`src/rtl/rr_queue_arbiter_if.sv`:
```
// Request/response bundle between p_num_reqs val/rdy requesters, the
// round-robin arbiter and the downstream queue write port.
//   in_val/in_msg : requester valids and packed messages (req i at [i*W +: W])
//   in_rdy        : per-requester ready, one-hot or zero
//   out_val/out_msg/out_src : registered output stream and its source index
//   out_rdy       : downstream ready
// slave  = arbiter side, master = environment (requesters + sink) side.
interface rr_queue_arbiter_if #(
  parameter int unsigned p_num_reqs   = 4,
  parameter int unsigned p_data_width = 32
);
  localparam int unsigned src_w = (p_num_reqs > 1) ? $clog2(p_num_reqs) : 1;

  logic [p_num_reqs-1:0]              in_val;
  logic [p_num_reqs-1:0]              in_rdy;
  logic [p_num_reqs*p_data_width-1:0] in_msg;
  logic                               out_val;
  logic                               out_rdy;
  logic [p_data_width-1:0]            out_msg;
  logic [src_w-1:0]                   out_src;

  modport slave (
    input  in_val, in_msg, out_rdy,
    output in_rdy, out_val, out_msg, out_src
  );

  modport master (
    output in_val, in_msg, out_rdy,
    input  in_rdy, out_val, out_msg, out_src
  );
endinterface

```
`src/rtl/rr_queue_arbiter.sv`:
```
// Round-robin arbiter sharing one val/rdy write port between p_num_reqs
// requesters, with a registered output stage (1-cycle latency, full rate)
// and optional burst locking of up to p_max_burst consecutive grants.
//   clk     : clock
//   reset_n : asynchronous active-low reset
//   bus     : rr_queue_arbiter_if.slave (in_val/in_rdy/in_msg, out_*)
module rr_queue_arbiter #(
  parameter int unsigned p_num_reqs   = 4,
  parameter int unsigned p_data_width = 32,
  parameter int unsigned p_max_burst  = 4
) (
  input  logic              clk,
  input  logic              reset_n,
  rr_queue_arbiter_if.slave bus
);
  localparam int unsigned n_reqs = p_num_reqs;
  localparam int unsigned data_w = p_data_width;
  localparam int unsigned src_w  = (n_reqs > 1) ? $clog2(n_reqs) : 1;
  localparam int unsigned cnt_w  = $clog2(p_max_burst + 1);

  logic              out_val_q, out_val_d;
  logic [data_w-1:0] out_msg_q, out_msg_d;
  logic [src_w-1:0]  out_src_q, out_src_d;
  logic [src_w-1:0]  holder_q,  holder_d;
  logic [cnt_w-1:0]  cnt_q,     cnt_d;

  logic              accept_c;
  logic              lock_c;
  logic              grant_vld_c;
  logic [src_w-1:0]  grant_idx_c;
  logic [n_reqs-1:0] in_rdy_c;
  logic              xfer_c;
  logic [data_w-1:0] msg_sel_c;

  // Output stage can load whenever it is empty or draining this cycle.
  assign accept_c = ~out_val_q | bus.out_rdy;

  // Grant selection. A zero count means no burst is in progress (only seen
  // after reset), so the holder is not locked and the search starts at
  // holder+1, which makes the first post-reset grant the lowest valid index.
  always_comb begin
    grant_vld_c = 1'b0;
    grant_idx_c = '0;
    lock_c      = bus.in_val[holder_q] && (cnt_q != '0) &&
                  (cnt_q < cnt_w'(p_max_burst));
    if (lock_c) begin
      grant_vld_c = 1'b1;
      grant_idx_c = holder_q;
    end else begin
      for (int unsigned k = 1; k <= n_reqs; k++) begin
        if (!grant_vld_c &&
            bus.in_val[src_w'((32'(holder_q) + k) % n_reqs)]) begin
          grant_vld_c = 1'b1;
          grant_idx_c = src_w'((32'(holder_q) + k) % n_reqs);
        end
      end
    end
  end

  // Ready to the granted requester only; nothing while in reset.
  always_comb begin
    in_rdy_c = '0;
    if (grant_vld_c && accept_c && reset_n) begin
      in_rdy_c = n_reqs'(1) << grant_idx_c;
    end
  end

  assign bus.in_rdy = in_rdy_c;
  assign xfer_c     = |(bus.in_val & in_rdy_c);

  // Message mux for the granted requester.
  always_comb begin
    msg_sel_c = '0;
    for (int unsigned i = 0; i < n_reqs; i++) begin
      if (src_w'(i) == grant_idx_c) begin
        msg_sel_c = bus.in_msg[i*data_w +: data_w];
      end
    end
  end

  // Next state: holder/count/priority move only on a transfer.
  always_comb begin
    out_val_d = out_val_q;
    out_msg_d = out_msg_q;
    out_src_d = out_src_q;
    holder_d  = holder_q;
    cnt_d     = cnt_q;
    if (xfer_c) begin
      out_val_d = 1'b1;
      out_msg_d = msg_sel_c;
      out_src_d = grant_idx_c;
      if (grant_idx_c == holder_q) begin
        if (cnt_q < cnt_w'(p_max_burst)) begin
          cnt_d = cnt_q + cnt_w'(1);
        end
      end else begin
        holder_d = grant_idx_c;
        cnt_d    = cnt_w'(1);
      end
    end else if (out_val_q && bus.out_rdy) begin
      out_val_d = 1'b0;
    end
  end

  // State registers.
  always_ff @(posedge clk or negedge reset_n) begin
    if (!reset_n) begin
      out_val_q <= 1'b0;
      out_msg_q <= '0;
      out_src_q <= '0;
      holder_q  <= src_w'(n_reqs - 1);
      cnt_q     <= '0;
    end else begin
      out_val_q <= out_val_d;
      out_msg_q <= out_msg_d;
      out_src_q <= out_src_d;
      holder_q  <= holder_d;
      cnt_q     <= cnt_d;
    end
  end

  assign bus.out_val = out_val_q;
  assign bus.out_msg = out_msg_q;
  assign bus.out_src = out_src_q;
endmodule

```
`src/flat_wrapper.sv`:
```
// flat-port wrapper written by rule: the top's interface ports become plain ports
module rr_queue_arbiter_flat 
#(
  parameter int unsigned p_num_reqs   = 4,
  parameter int unsigned p_data_width = 32,
  parameter int unsigned p_max_burst  = 4
)
  (clk, reset_n, bus_in_val, bus_in_msg, bus_out_rdy, bus_in_rdy, bus_out_val, bus_out_msg, bus_out_src);
  rr_queue_arbiter_if #(.p_num_reqs(p_num_reqs), .p_data_width(p_data_width)) bus_i ();
  input  logic clk;
  input  logic reset_n;
  input wire logic [$bits(bus_i.in_val)-1:0] bus_in_val;
  input wire logic [$bits(bus_i.in_msg)-1:0] bus_in_msg;
  input wire logic [$bits(bus_i.out_rdy)-1:0] bus_out_rdy;
  output wire logic [$bits(bus_i.in_rdy)-1:0] bus_in_rdy;
  output wire logic [$bits(bus_i.out_val)-1:0] bus_out_val;
  output wire logic [$bits(bus_i.out_msg)-1:0] bus_out_msg;
  output wire logic [$bits(bus_i.out_src)-1:0] bus_out_src;
  assign bus_i.in_val = bus_in_val;
  assign bus_i.in_msg = bus_in_msg;
  assign bus_i.out_rdy = bus_out_rdy;
  assign bus_in_rdy = bus_i.in_rdy;
  assign bus_out_val = bus_i.out_val;
  assign bus_out_msg = bus_i.out_msg;
  assign bus_out_src = bus_i.out_src;
  rr_queue_arbiter #(.p_num_reqs(p_num_reqs), .p_data_width(p_data_width), .p_max_burst(p_max_burst)) u_core (.clk(clk), .reset_n(reset_n), .bus(bus_i));
endmodule
```
`config.mk`:
```
export PLATFORM = sky130hd
export DESIGN_NAME = rr_queue_arbiter_flat
export DESIGN_NICKNAME = d
export VERILOG_FILES = /design/src/rtl/rr_queue_arbiter_if.sv /design/src/rtl/rr_queue_arbiter.sv /design/src/flat_wrapper.sv
export SDC_FILE = /design/constraint.sdc
export NUM_CORES = 1
export LEC_CHECK = 0
export ABC_AREA = 1
export CAP_MARGIN = 40
export CORE_MARGIN = 1.5
export CORE_UTILIZATION = 35
export DETAILED_ROUTE_END_ITERATION = 12
export PLACE_DENSITY_LB_ADDON = 0.08
export SLEW_MARGIN = 40
export SYNTH_ARGS = -nofsm -noshare
export SYNTH_HDL_FRONTEND = slang
export SYNTH_SLANG_ARGS = --single-unit
```
`constraint.sdc`:
```
create_clock -name clk -period 2 [get_ports clk]
set_input_delay 0.2 -clock clk [delete_from_list [all_inputs] [get_ports clk]]
set_output_delay 0.2 -clock clk [all_outputs]
set_load 0.03 [all_outputs]
```
; Word-level counts from Yosys, hierarchy flattened
; Cells that the tools add are included.
[totals]
out_inout_bits = 39
in_bits = 135
regBits = 40
[classes]
n_reduce_logical = 17
magnitude_cmp = 6
shift = 1
mux = 32
n_addsub = 5
n_eq_ne = 5
bitwise = 4
[ops]
columns = op, n
row1 = 32-bit two-way mux, 4
row2 = 2-bit by 3-bit less-than comparator with 1-bit output (second input constant), 5
row3 = 1-bit two-way mux, 15
row4 = 1-bit binary-select mux with 2-bit select, 5
row5 = 2-bit two-way mux, 5
row6 = 1-bit logical AND, 8
row7 = 3-bit two-way mux, 2
row8 = 2-bit by 1-bit adder with 2-bit output (second input constant), 2
row9 = 2-bit adder (second input constant), 2
row10 = 4-bit bitwise AND, 1
row11 = 2-bit == test (first input constant), 2
row12 = 4-bit two-way mux, 1
row13 = 2-bit AND reduction, 2
row14 = 4-bit OR reduction, 1
row15 = 1-bit by 2-bit << shifter with 4-bit output (first input constant), 1
row16 = 3-bit by 1-bit adder with 3-bit output (second input constant), 1
row17 = 1-bit zero test, 3
row18 = 3-bit less-than comparator (second input constant), 1
row19 = 3-bit nonzero test, 1
row20 = 1-bit by 2-bit == test with 1-bit output (first input constant), 1
row21 = 2-bit == test, 1
row22 = 2-bit zero test, 1
row23 = 2-bit != test (second input constant), 1
row24 = 1-bit NOT, 2
row25 = 2 further kinds, 2

; Longest topological paths before layout
; Gate-level depths: netlist of run 1.
[depth]
word_depth = 23
ltp_mapped = 17
depth_no_buf = 16

; Least setup slack after synthesis of run 1
; No wires, ideal clock.
[synth_path]
kind = register to output
start = register u_core.holder_q[0]
end = output port bus_in_rdy[0]
slack_ns = -0.507
path_stages_with_launch = 14
arrival_ns = 2.307
path_cell_list = dfstp_2 buf_4 nand2_1 nand2_1 nand2_1 nand2_1 nand2_1 nand2_2 nand3_2 nand2_2 nor2_4 buf_6 buf_4 nor3_1
[synth_via]
elab_chain_cells = 20
elab_cells_between_ends = 39
[synth_rtl]
columns = item, line_no
row1 = from (decl), rr_queue_arbiter.sv:24  ; logic [src_w-1:0] holder_q, holder_d;
row2 = from (signal assigned), rr_queue_arbiter.sv:111  ; holder_q <= src_w'(n_reqs - 1);
row3 = from (signal assigned), rr_queue_arbiter.sv:117  ; holder_q <= holder_d;
row4 = 2-bit by 1-bit adder with 2-bit output, "rr_queue_arbiter.sv:52, rr_queue_arbiter.sv:54"
row5 = 1-bit binary-select mux with 2-bit select, rr_queue_arbiter.sv:52  ; bus.in_val[src_w'((32'(holder_q) + k) % n_reqs)]) begin
row6 = 1-bit two-way mux (not written as such), rr_queue_arbiter.sv:52
row7 = 1-bit two-way mux, rr_queue_arbiter.sv:51  ; if (!grant_vld_c &&
row8 = 1-bit two-way mux, rr_queue_arbiter.sv:46  ; if (lock_c) begin
row9 = 1-bit zero test, rr_queue_arbiter.sv:51
row10 = 1-bit logical AND, rr_queue_arbiter.sv:51
row11 = 1-bit two-way mux, rr_queue_arbiter.sv:51
row12 = [3 not listed], --
row13 = 1-bit two-way mux, rr_queue_arbiter.sv:51
row14 = 1-bit two-way mux, rr_queue_arbiter.sv:46
row15 = 1-bit zero test, rr_queue_arbiter.sv:51
row16 = 1-bit logical AND, rr_queue_arbiter.sv:51
row17 = 1-bit two-way mux, rr_queue_arbiter.sv:51
row18 = 1-bit two-way mux, rr_queue_arbiter.sv:46
row19 = 1-bit logical AND (2 in series), rr_queue_arbiter.sv:63  ; if (grant_vld_c && accept_c && reset_n) begin
row20 = 4-bit two-way mux *, rr_queue_arbiter.sv:63
row21 = to (decl), flat_wrapper.sv:15  ; output wire logic [$bits(bus_i.in_rdy)-1:0] bus_in_rdy;
; Mark *: on every way between the ends. The rest lies on a longest branch, timed or not. The select of a mux whose other input is x is not followed.

; Final worst setup path of run 1
[layout_path]
start = register u_core.holder_q[0]
end = output port bus_in_rdy[1]
; The elaborated chain is that of the path after synthesis.

==> summary.md, run 1 <==
| Metric | Value |
|---|---|
| Fillers | `around 700` |
| Hold WC Path Type | `primary input to asynchronous set/reset pin` |
| Critical Path Fanout Max | `6` |
| Nets | `between 700 and 800` |
| Synth Area in Adders | `0.00851` |
| H-tree depth | `2` |
| Post-synth top cells | `nand2_1, nand3_1, dfrtp_1` |
| Buf+Inv Stages, Crit Path | `3` |
| Max VDD drop | `0.00124 V` |
| CTS Buffer Depth | `2` |
| I/O Buffers | `roughly 170` |
| Core ar. | `around 8000 sq um` |
| # setup viols final | `42` |
| CP cell instances | `buf_6 > nand2_1 > nand2_2 > nand2_1 > nand2_2 > inv_2 > nand3_2 > nand2_2 > nor2_4 > nor2_4 > nor3_4 > buf_6` |
| Syn_nets | `a little under 600` |
| DIE WIDTH | `94.6 um` |
| Largest net degree at the start of global routing | `between 40 and 50` |
| Final hold vios | `0` |
| Die Y | `between 90 and 100 um` |
| Status | `complete, but fails checks` |
| FF-to-FF setup slack | `-0.42 ns` |
| Most Frequent Cell on Critical Path | `nand2_2` |
| Synth top area share | `0.324` |
| Pwr Density | `2320 nW/um^2` |
| Clock sinks | `40` |
| Root Buffer | `clkbuf_8` |
| Most common cell in the netlist | `nand2_1` |
| WP data required | `approximately 1.8 ns` |
| Final routed DRC violation total | `0` |
| Sequential share of the synthesized area | `0.341` |
| Area of the mapped netlist | `between 2000 and 3000 sq um` |
| Area fraction in compound gates after synthesis | `0.0123` |
| Routed wire length | `~11 mm` |
| First-pass GRT wire length | `~17 mm` |
| Area grow syn2layout | `88.4%` |
| Largest family of logic cells by synthesized area | `simple AND/OR/NAND/NOR gates` |
| Grt ovf | `0` |
| Wire per inst | `about 15 um` |
| EDFF count, synth | `0` |
| I/O pin cnt | `~170` |
| CP delay by family, top | `simple AND/OR/NAND/NOR gates` |
| Relative slew slack | `0.646` |
| Min Tclk post-route | `2.45 ns` |
| Ratio of cells with drive above 1 in the final layout | `0.190` |
| Post-route ant nets | `0` |
| CP max stage delay | `approximately 0.63 ns` |
| Highest Clock Rate | `between 400 and 500 MHz` |
| Simple-gate share of the synthesized area | `0.547` |
| Final setup margin | `-0.448 ns` |
| Critical Path End Type | `output port` |
| Drt first pass iters | `4` |
| Dominant cells by area after synthesis | `dfrtp_1, nand2_1, nand3_1` |
| Vias per cell | `roughly 5` |
| Synth unique cells | `26` |
| Max-cap violations | `0` |
| Max-slew violations | `0` |
| Cell count after synthesis | `444` |
| Critical Path AT | `around 2.3 ns` |
| Routability cong. | `0.858` |
| Mux share of post-synthesis cell area | `0` |
| Fin util | `0.677` |
| Syn avg cell area | `approximately 6.6 sq um` |
| Initial antenna violation count | `0` |
| Reg2reg path depth | `18` |
| Reg-to-Reg Start | `u_core.holder_q[0]$_DFFE_PN1P_` |
| # diodes | `0` |
| Slowest CP cell | `dfstp_2` |
| Starting Density | `0.360` |
| Inserted Clock Buffers | `5` |
| CP Launch Type | `flip-flop` |
| Worst hold slack | `roughly 0.013 ns` |
| #FFs+latches synth | `40` |
| GRT Total Usage | `0.242` |
| TritonCTS clock tree | `done` |
| Area leader, netlist | `dfrtp_1` |
| Std cell rows | `33` |
| Slew at the pin closest to its max-slew limit | `approximately 0.53 ns` |
| Post-CTS Hold Fix Bufs | `0` |
| Synth Area in XOR/XNOR | `0` |
| R2R Path End | `u_core.bus.out_msg[12]$_DFFE_PN0P_` |
| Die area | `roughly 9000 sq um` |
| Place WS | `-0.251 ns` |
| Failing checks | `setup timing` |
| Hpwl dp | `about 7.9 mm` |
| Async S/R FF share, synth | `1.00` |
| RSZ-0062 raised after global routing | `true` |
| P_leak | `2.51 nW` |
| Clk slew on worst S/H paths | `0.08 ns` |
| Synthesis Warnings | `0` |
| Vias in the first global route | `3580` |
| Via Count | `~3800` |
| Later-pin clock latency in the skew report | `approximately 0.30 ns` |
| Worst Setup Path Type | `flip-flop to output port` |
| DRT iter0 DRCs | `roughly 140` |
| Synth Flop Type | `dfrtp_1` |
| Final worst-path cycle share | `1.22` |
| Clock skew | `0.00369 ns` |
worst reg2reg max path: stages (launching register included):
cell and delay [ns]:
dfstp_2 0.63, buf_6 0.15, nand2_1 0.07, nand3_1 0.09, nand2_1 0.08, inv_2 0.07
buf_4 0.11, nand3_2 0.07, nand2_2 0.11, nand2_1 0.09, nand2_4 0.12, buf_6 0.13
nor2_4 0.05, buf_12 0.13, buf_12 0.13, nand2_1 0.06, nand4_1 0.11, nand2_1 0.07
nand2_1 0.05
layout make-up:
type / count / area [sq um] / area share
clock buffers: 5 / 68.8 / 0.0124
clock inverters: 3 / 42.5 / 0.00768
inverters: 17 / 76.3 / 0.0138
multi-input cells: 355 / 1830 / 0.330
flip-flops and latches: 40 / 1000 / 0.181
well taps: 105 / 131 / 0.0237
repair buffers: 227 / 2390 / 0.431
routing by layer:
metal | GRT usage | share of wire | wire [um] | vias to the layer above
met5 | 0 | 0 | 0 | -
met3 | 0.0588 | 0.083 | 917 | 12
met2 | 0.436 | 0.51 | 5650 | 141
met4 | 0.0746 | 0.015 | 169 | 0
li1 | - | - | - | 1890
met1 | 0.282 | 0.39 | 4330 | 1769
through the flow:
| step | instances | TNS [ns] | power [mW] | cell area (sq um) |
|---|---|---|---|---|
| floorplan | 444 | -0.439 | 7.43 | 3000 |
| global placement | 725 | -6.83 | 10.3 | 5030 |
| detailed placement | 725 | -8.47 | 10.5 | 5030 |
| CTS | 752 | -13.49 | 12.7 | 5470 |
| global route | 752 | -19.91 | 13.8 | 5540 |
| finish | 752 | -14.25 | 12.8 | 5540 |
placed cells by master, fill, tap and decap left out, types with 4 or more instances in the layout:
cell type / netlist / layout
buf_12: 0 / 12
buf_4: 7 / 32
buf_6: 5 / 9
clkbuf_8: 0 / 5
clkdlybuf4s50_1: 0 / 168
dfrtp_1: 38 / 38
inv_1: 12 / 10
inv_2: 5 / 4
nand2_1: 183 / 164
nand2_2: 9 / 24
nand2_4: 1 / 5
nand3_1: 106 / 104
nand4_1: 34 / 34
nor2_4: 4 / 6
nor3_4: 0 / 4
power breakdown:
part | switching (mW) | internal, mW | total, mW
combinational | 5.92 | 4.80 | 10.7
clock | 0.305 | 0.370 | 0.674
sequential | 0.232 | 1.23 | 1.46
logic make-up (layout without fill, tap and decap cells):
family / after synthesis / after routing
buf+inv: 49 / 252
fa+ha+maj: 2 / 2
flops: 40 / 40
compound gates: 6 / 6
simple gates: 347 / 347
sequential cells by signal, summed over array words and instances (netlist names):
signal / cells
u_core.bus.out_msg: 32
u_core.bus.out_src: 2
u_core.bus.out_val: 1
u_core.cnt_q: 3
u_core.holder_q: 2
timing repair:
item,in CTS,in global routing
gates resized for setup,34,22
cloned,3,0
pin swaps,22,15
buffers inserted,16,1
setup endpoints to repair,42,43
worst max-delay path by stage:
| stage | startpoint | endpoint | slack, ns | cells after the start |
|---|---|---|---|---|
| global route | u_core.holder_q[0]$_DFFE_PN1P_ | bus_in_rdy[3] | -0.57 | 12 |
| CTS | u_core.holder_q[0]$_DFFE_PN1P_ | bus_in_rdy[0] | -0.42 | 13 |
| detailed placement | u_core.holder_q[0]$_DFFE_PN1P_ | u_core.bus.out_msg[10]$_DFFE_PN0P_ | -0.25 | 17 |
| floorplan | u_core.holder_q[1]$_DFFE_PN1P_ | bus_in_rdy[1] | -0.11 | 11 |
| finish | u_core.holder_q[0]$_DFFE_PN1P_ | bus_in_rdy[1] | -0.45 | 12 |
| global placement | u_core.holder_q[0]$_DFFE_PN1P_ | u_core.bus.out_msg[12]$_DFFE_PN0P_ | -0.23 | 17 |
No activity file was read; power rests on OpenSTA's default activity.
==> run 2, diff against run 1 <==
--- a/config.mk
+++ b/config.mk
@@ -7,10 +7,12 @@
 export LEC_CHECK = 0
 export ABC_AREA = 1
 export CAP_MARGIN = 40
+export CORE_ASPECT_RATIO = 0.75
 export CORE_MARGIN = 1.5
 export CORE_UTILIZATION = 35
 export DETAILED_ROUTE_END_ITERATION = 12
 export PLACE_DENSITY_LB_ADDON = 0.08
+export REMOVE_ABC_BUFFERS = 1
 export SLEW_MARGIN = 40
 export SYNTH_ARGS = -nofsm -noshare
 export SYNTH_HDL_FRONTEND = slang
==> summary.md, run 2 (same netlist as run 1, synthesis figures left out) <==
| Metric | Value |
|---|---|
| Final setup margin | `-0.630 ns (-0.182 ns)` |
| Inserted Clock Buffers | `5 (unchanged)` |
| Clk slew on worst S/H paths | `0.09 ns (about the same)` |
| Relative slew slack | `0.666 (+0.0195)` |
| Worst Setup SP | `u_core.holder_q[0]$_DFFE_PN1P_` |
| Die Y | `82.4 um (-13%)` |
| Post-Place Cells | `734 (+1.2%)` |
| Later-pin clock latency in the skew report | `0.29 ns (about the same)` |
| Grt ovf | `0 (unchanged)` |
| Failing checks | `setup timing` |
| Slew at the pin closest to its max-slew limit | `0.501 ns (-0.0293 ns)` |
| CP Launch Type | `flip-flop` |
| Drt first pass iters | `5 (+1)` |
| Worst Setup Path Type | `flip-flop to output port` |
| Critical Path Fanout Max | `5 (-1)` |
| Critical Path AT | `2.43 ns (+0.18 ns)` |
| WP data required | `1.80 ns (about the same)` |
| DRT iter0 DRCs | `264 (+96%)` |
| Status | `complete, but fails checks` |
| Clock sinks | `40 (unchanged)` |
| Root Buffer | `clkbuf_8` |
| # diodes | `0 (unchanged)` |
| Hold WC Path Type | `primary input to asynchronous set/reset pin` |
| Hpwl dp | `7.99 mm (+1.1%)` |
| I/O pin cnt | `174 (unchanged)` |
| Most frequent cells in the layout | `clkdlybuf4s50_1, nand2_1, nand3_1, buf_4, dfrtp_1` |
| Max-slew violations | `0 (unchanged)` |
| Vias in the first global route | `3974 (+11%)` |
| CTS Buffer Depth | `2 (unchanged)` |
| GRT Total Usage | `0.280 (+0.0373)` |
| Initial antenna violation count | `0 (unchanged)` |
| Via Count | `4145 (+8.7%)` |
| Reg-to-Reg Start | `u_core.holder_q[0]$_DFFE_PN1P_` |
| CP delay by family, top | `buffers and inverters` |
| Post-route ant nets | `0 (unchanged)` |
| Vias per cell | `5.27 (+4.0%)` |
| Area grow syn2layout | `112%` |
| Final hold vios | `0 (unchanged)` |
| DIE WIDTH | `109 um (+15%)` |
| Most common cell after layout, fill and taps aside | `clkdlybuf4s50_1` |
| Std cell rows | `28 (-15%)` |
| Slowest CP cell | `dfstp_2` |
| Routed wire length | `13.7 mm (+23%)` |
| Clock skew | `0.00874 ns (+0.00505 ns)` |
| Final worst-path cycle share | `1.32 (+0.0910)` |
| Max-cap violations | `0 (unchanged)` |
| Max reg flops | `32 (unchanged)` |
| Largest net degree at the start of global routing | `41 (unchanged)` |
| Ratio of cells with drive above 1 in the final layout | `0.302 (+0.112)` |
| Min Tclk post-route | `2.63 ns (+0.182 ns)` |
| Fin util | `0.778 (+0.101)` |
| Starting Density | `0.366 (+0.00684)` |
| Finished Layout Cells | `786 (+4.5%)` |
| CP cell instances | `buf_6 > buf_8 > nand2_2 > nand2_4 > buf_4 > nand4_1 > nand2_2 > inv_2 > nand2_2 > nand2_4 > buf_8 > buf_8 > nor3_4 > buf_6` |
| First-pass GRT wire length | `19.2 mm (+13%)` |
| Fillers | `556 (-21%)` |
| CP max stage delay | `0.60 ns (-0.03 ns)` |
| RSZ-0062 raised after global routing | `true` |
| Die area | `8960 sq um (about the same)` |
| Critical Path End Type | `output port` |
| I/O Buffers | `173 (unchanged)` |
| Post-CTS Hold Fix Bufs | `0 (unchanged)` |
| Nets | `817 (+4.3%)` |
| Wire per inst | `17.4 um (+18%)` |
| Routability cong. | `0.809 (-5.7%)` |
| Buf+Inv Stages, Crit Path | `7 (+4)` |
| Final routed DRC violation total | `0 (unchanged)` |
| # setup viols final | `44 (+4.8%)` |
| FF-to-FF setup slack | `-0.56 ns (-0.14 ns)` |
| TritonCTS clock tree | `done` |
| H-tree depth | `2 (unchanged)` |
| Place WS | `-0.557 ns (-0.306 ns)` |
| Highest Clock Rate | `380 MHz (-6.9%)` |
| Core ar. | `8020 sq um (-1.9%)` |
[run 2: changes by cell type in the layout (fill, tap and decap cells not counted), sizes merged]
cell,change
buf,+33
clkinv,+1
inv,-1
nor2,+1
[run 2: timing repair]
item / 4_1_cts / 5_1_grt
setup endpoints to repair: 42 / 44
resized for setup: 101 / 75
gates cloned: 8 / 0
pin swaps: 50 / 49
setup buffers: 30 / 16
[run 2: final timing paths]
check	endpoint	cells after the start
setup / recovery	bus_in_rdy[3]	14
hold reg to reg	u_core.bus.out_msg[17]$_DFFE_PN0P_	2
setup reg to reg	u_core.bus.out_msg[9]$_DFFE_PN0P_	20
min in group clk	u_core.bus.out_msg[29]$_DFFE_PN0P_	4
hold / removal	u_core.bus.out_msg[30]$_DFFE_PN0P_	2
max in group asynchronous	u_core.holder_q[0]$_DFFE_PN1P_	2
[run 2: layout make-up]
| class | count | area [sq um] | share of cell area |
|---|---|---|---|
| Tap cell | 105 | 131 | 0.0210 |
| Timing Repair Buffer | 260 | 2790 | 0.447 |
| Sequential cell | 40 | 1000 | 0.161 |
| Clock buffer | 5 | 68.8 | 0.0110 |
| Clock inverter | 3 | 42.5 | 0.00681 |
| Inverter | 17 | 73.8 | 0.0118 |
| Multi-Input combinational cell | 356 | 2130 | 0.342 |
[run 2: layer usage]
metal	part of all wire	up-vias	wire length [um]	global-route usage
li1	-	1964	-	-
met1	0.42	1938	5740	0.352
met2	0.47	221	6410	0.494
met3	0.090	22	1230	0.0518
met4	0.020	0	267	0.0789
met5	0	-	0	0
[run 2: stage by stage]
step,hold slack [ns],cell area [sq um],TNS (ns)
2_1_floorplan,-0.0956,2740,-41.11
5_1_grt,0.106,6240,-26.83
6_report,0.0609,6240,-20.55
3_5_place_dp,0.400,4980,-18.85
4_1_cts,0.0782,5890,-17.24
3_3_place_gp,0.391,4980,-19.27
Power of run 2 is left out: the tool's default activity adds up to more than one toggle a clock period on the data nets, which glitch-free logic cannot reach.
==> run 3, diff against run 2 <==
--- a/config.mk
+++ b/config.mk
@@ -7,9 +7,11 @@
 export LEC_CHECK = 0
 export ABC_AREA = 1
 export CAP_MARGIN = 40
+export CELL_PAD_IN_SITES_DETAIL_PLACEMENT = 1
+export CELL_PAD_IN_SITES_GLOBAL_PLACEMENT = 1
 export CORE_ASPECT_RATIO = 0.75
 export CORE_MARGIN = 1.5
-export CORE_UTILIZATION = 35
+export CORE_UTILIZATION = 23
 export DETAILED_ROUTE_END_ITERATION = 12
 export PLACE_DENSITY_LB_ADDON = 0.08
 export REMOVE_ABC_BUFFERS = 1
==> summary.md, run 3 (same netlist as run 1, synthesis figures left out) <==
| Metric | Value |
|---|---|
| GRT busiest layer | `met2` |
| Root Buffer | `clkbuf_16` |
| Area of the multi-input gates | `1800 sq um (-16%)` |
| GRT Total Usage | `0.199 (-0.0804)` |
| Area grow syn2layout | `94.5%` |
| Pwr Density | `2380 nW/um^2` |
| Wire per inst | `16.9 um (-2.5%)` |
| CTS Buffer Depth | `2 (unchanged)` |
| Reg-to-Reg Start | `u_core.holder_q[0]$_DFFE_PN1P_` |
| DRT iter0 DRCs | `123 (-53%)` |
| Worst Setup Path Type | `flip-flop to output port` |
| DIE WIDTH | `134 um (+23%)` |
| Total power | `13.6 mW` |
| Std cell rows | `35 (+25%)` |
| Initial antenna violation count | `0 (unchanged)` |
| Critical Path End Type | `output port` |
| Status | `complete, but fails checks` |
| Final routed DRC violation total | `0 (unchanged)` |
| Fillers | `1467 (+160%)` |
| # setup viols final | `44 (unchanged)` |
| CP Launch Type | `flip-flop` |
| Switching part of the total | `0.505` |
| Via Count | `3906 (-5.8%)` |
| I/O Buffers | `173 (unchanged)` |
| FF/Latch Area | `1000 sq um (unchanged)` |
| TritonCTS clock tree | `done` |
| Most common cell after layout, fill and taps aside | `nand2_1` |
| Final worst-path cycle share | `1.26 (-0.0588)` |
| First-pass GRT wire length | `21.2 mm (+10%)` |
| Clk slew on worst S/H paths | `0.06 ns (-0.03 ns)` |
| Switching power | `just under 7 mW` |
| Post-CTS Hold Fix Bufs | `0 (unchanged)` |
| Failing checks | `setup timing` |
| RSZ-0062 raised after global routing | `true` |
| WP data required | `1.80 ns (about the same)` |
| Nets | `794 (-2.8%)` |
| DP Area | `5230 sq um (+5.0%)` |
| Register share of total power | `0.109` |
| Max reg flops | `32 (unchanged)` |
| I/O pin cnt | `174 (unchanged)` |
| H-tree depth | `2 (unchanged)` |
| Vias per cell | `4.75 (-10%)` |
| Clock Power Share | `0.056` |
| Hold WC Path Type | `primary input to asynchronous set/reset pin` |
| Critical Path Fanout Max | `8 (+3)` |
| Ratio of cells with drive above 1 in the final layout | `0.189 (-0.114)` |
| Die area | `13500 sq um (+50%)` |
| Min Tclk post-route | `2.51 ns (-0.118 ns)` |
| Slew at the pin closest to its max-slew limit | `0.558 ns (+0.0567 ns)` |
| Worst hold slack | `0.0547 ns (-0.00613 ns)` |
| Hpwl dp | `10.2 mm (+28%)` |
| Routability cong. | `0.809 (unchanged)` |
| Relative slew slack | `0.628 (-0.0378)` |
| Largest net degree at the start of global routing | `41 (unchanged)` |
| Clock sinks | `40 (unchanged)` |
| Final setup margin | `-0.513 ns (+0.118 ns)` |
| Vias in the first global route | `4175 (+5.1%)` |
| Die Y | `101 um (+23%)` |
| Inserted Clock Buffers | `5 (unchanged)` |
| Highest Clock Rate | `398 MHz (+4.7%)` |
| Max-cap violations | `0 (unchanged)` |
| Post-route ant nets | `0 (unchanged)` |
| P_leak | `between 2 and 3 nW` |
| Worst Setup SP | `u_core.holder_q[0]$_DFFE_PN1P_` |
| Starting Density | `0.237 (-0.129)` |
| Drt first pass iters | `4 (-1)` |
| Most frequent cells in the layout | `nand2_1, clkdlybuf4s50_1, nand3_1, buf_4, dfrtp_1` |
| Routed wire length | `13.9 mm (+2.1%)` |
| Core ar. | `12400 sq um (+54%)` |
| Met1 Track Usage GR | `0.235 (-0.117)` |
| Final hold vios | `0 (unchanged)` |
| Final setup TNS | `-17.40 ns (+3.14 ns)` |
| # diodes | `0 (unchanged)` |
| Grt met2 use | `0.362 (-0.132)` |
| Clock skew | `0.00773 ns (-0.00101 ns)` |
| Later-pin clock latency in the skew report | `0.28 ns (about the same)` |
| Grt ovf | `0 (unchanged)` |
| Design Area, Final | `5720 sq um (-8.5%)` |
| Comb power frac | `0.835` |
| Max VDD drop | `~0.001 V` |
| Critical Path AT | `2.31 ns (-0.12 ns)` |
| GR met3 Demand/Resource | `0.0583 (+0.00652)` |
| Pint | `roughly 6.7 mW` |
| Max-slew violations | `0 (unchanged)` |
run 3: worst max-delay path, stage by stage, from the launching register on:
cell     delay [ns]
dfstp_2        0.65
inv_4          0.10
nand2_2        0.09
nand2_1        0.07
nand2_1        0.08
nand2_1        0.08
nand2_1        0.08
nand2_2        0.11
nand3_4        0.09
buf_4          0.12
nand3_4        0.09
buf_12         0.15
nor3_4         0.17
buf_6          0.16
run 3: power by group through the flow:
stage / logic [mW] / clock network, mW / registers, mW
after floorplan: 4.29 / 0 / 2.10
after global placement: 9.58 / 0 / 1.46
after detailed placement: 9.80 / 0 / 1.48
after CTS: 10.8 / 0.788 / 1.48
after global routing: 12.3 / 0.828 / 1.53
final: 11.3 / 0.764 / 1.48
run 3: routing by layer:
layer,part of all wire,wire [um]
met2,0.47,6610
met4,0.010,144
met1,0.44,6100
met3,0.078,1090
met5,0,0
run 3: metrics by stage:
stage | utilization | instances | setup WS, ns
global placement | 0.422 | 798 | -0.365
detailed placement | 0.422 | 798 | -0.399
floorplan | - | 412 | -1.10
CTS | 0.454 | 819 | -0.480
global route | 0.461 | 823 | -0.655
finish | 0.461 | 823 | -0.513
run 3: what timing repair did:
item,CTS,global route
setup buffers,15,1
gates resized for setup,40,1
gates cloned,0,3
hold endpoints to repair,0,0
pin swaps,16,3
endpoints found under the setup margin,43,44
run 3: path summary, 6_finish.rpt:
path	end	cells after the start	slack, ns
worst min register to register	u_core.bus.out_msg[23]$_DFFE_PN0P_	2	0.48
worst max-delay path	bus_in_rdy[1]	13	-0.51
max in group asynchronous	u_core.holder_q[0]$_DFFE_PN1P_	2	1.56
min in group clk	u_core.bus.out_msg[23]$_DFFE_PN0P_	2	0.48
worst max register to register	u_core.bus.out_msg[23]$_DFFE_PN0P_	19	-0.48
worst min-delay path	u_core.bus.out_msg[0]$_DFFE_PN0P_	2	0.05
run 3: layout make-up:
class,instances,area share
Multi-Input combinational cell,355,0.315
Clock inverter,1,0.000876
Tap cell,166,0.0363
Clock buffer,6,0.0225
Timing Repair Buffer,238,0.438
Inverter,17,0.0116
Sequential cell,40,0.176
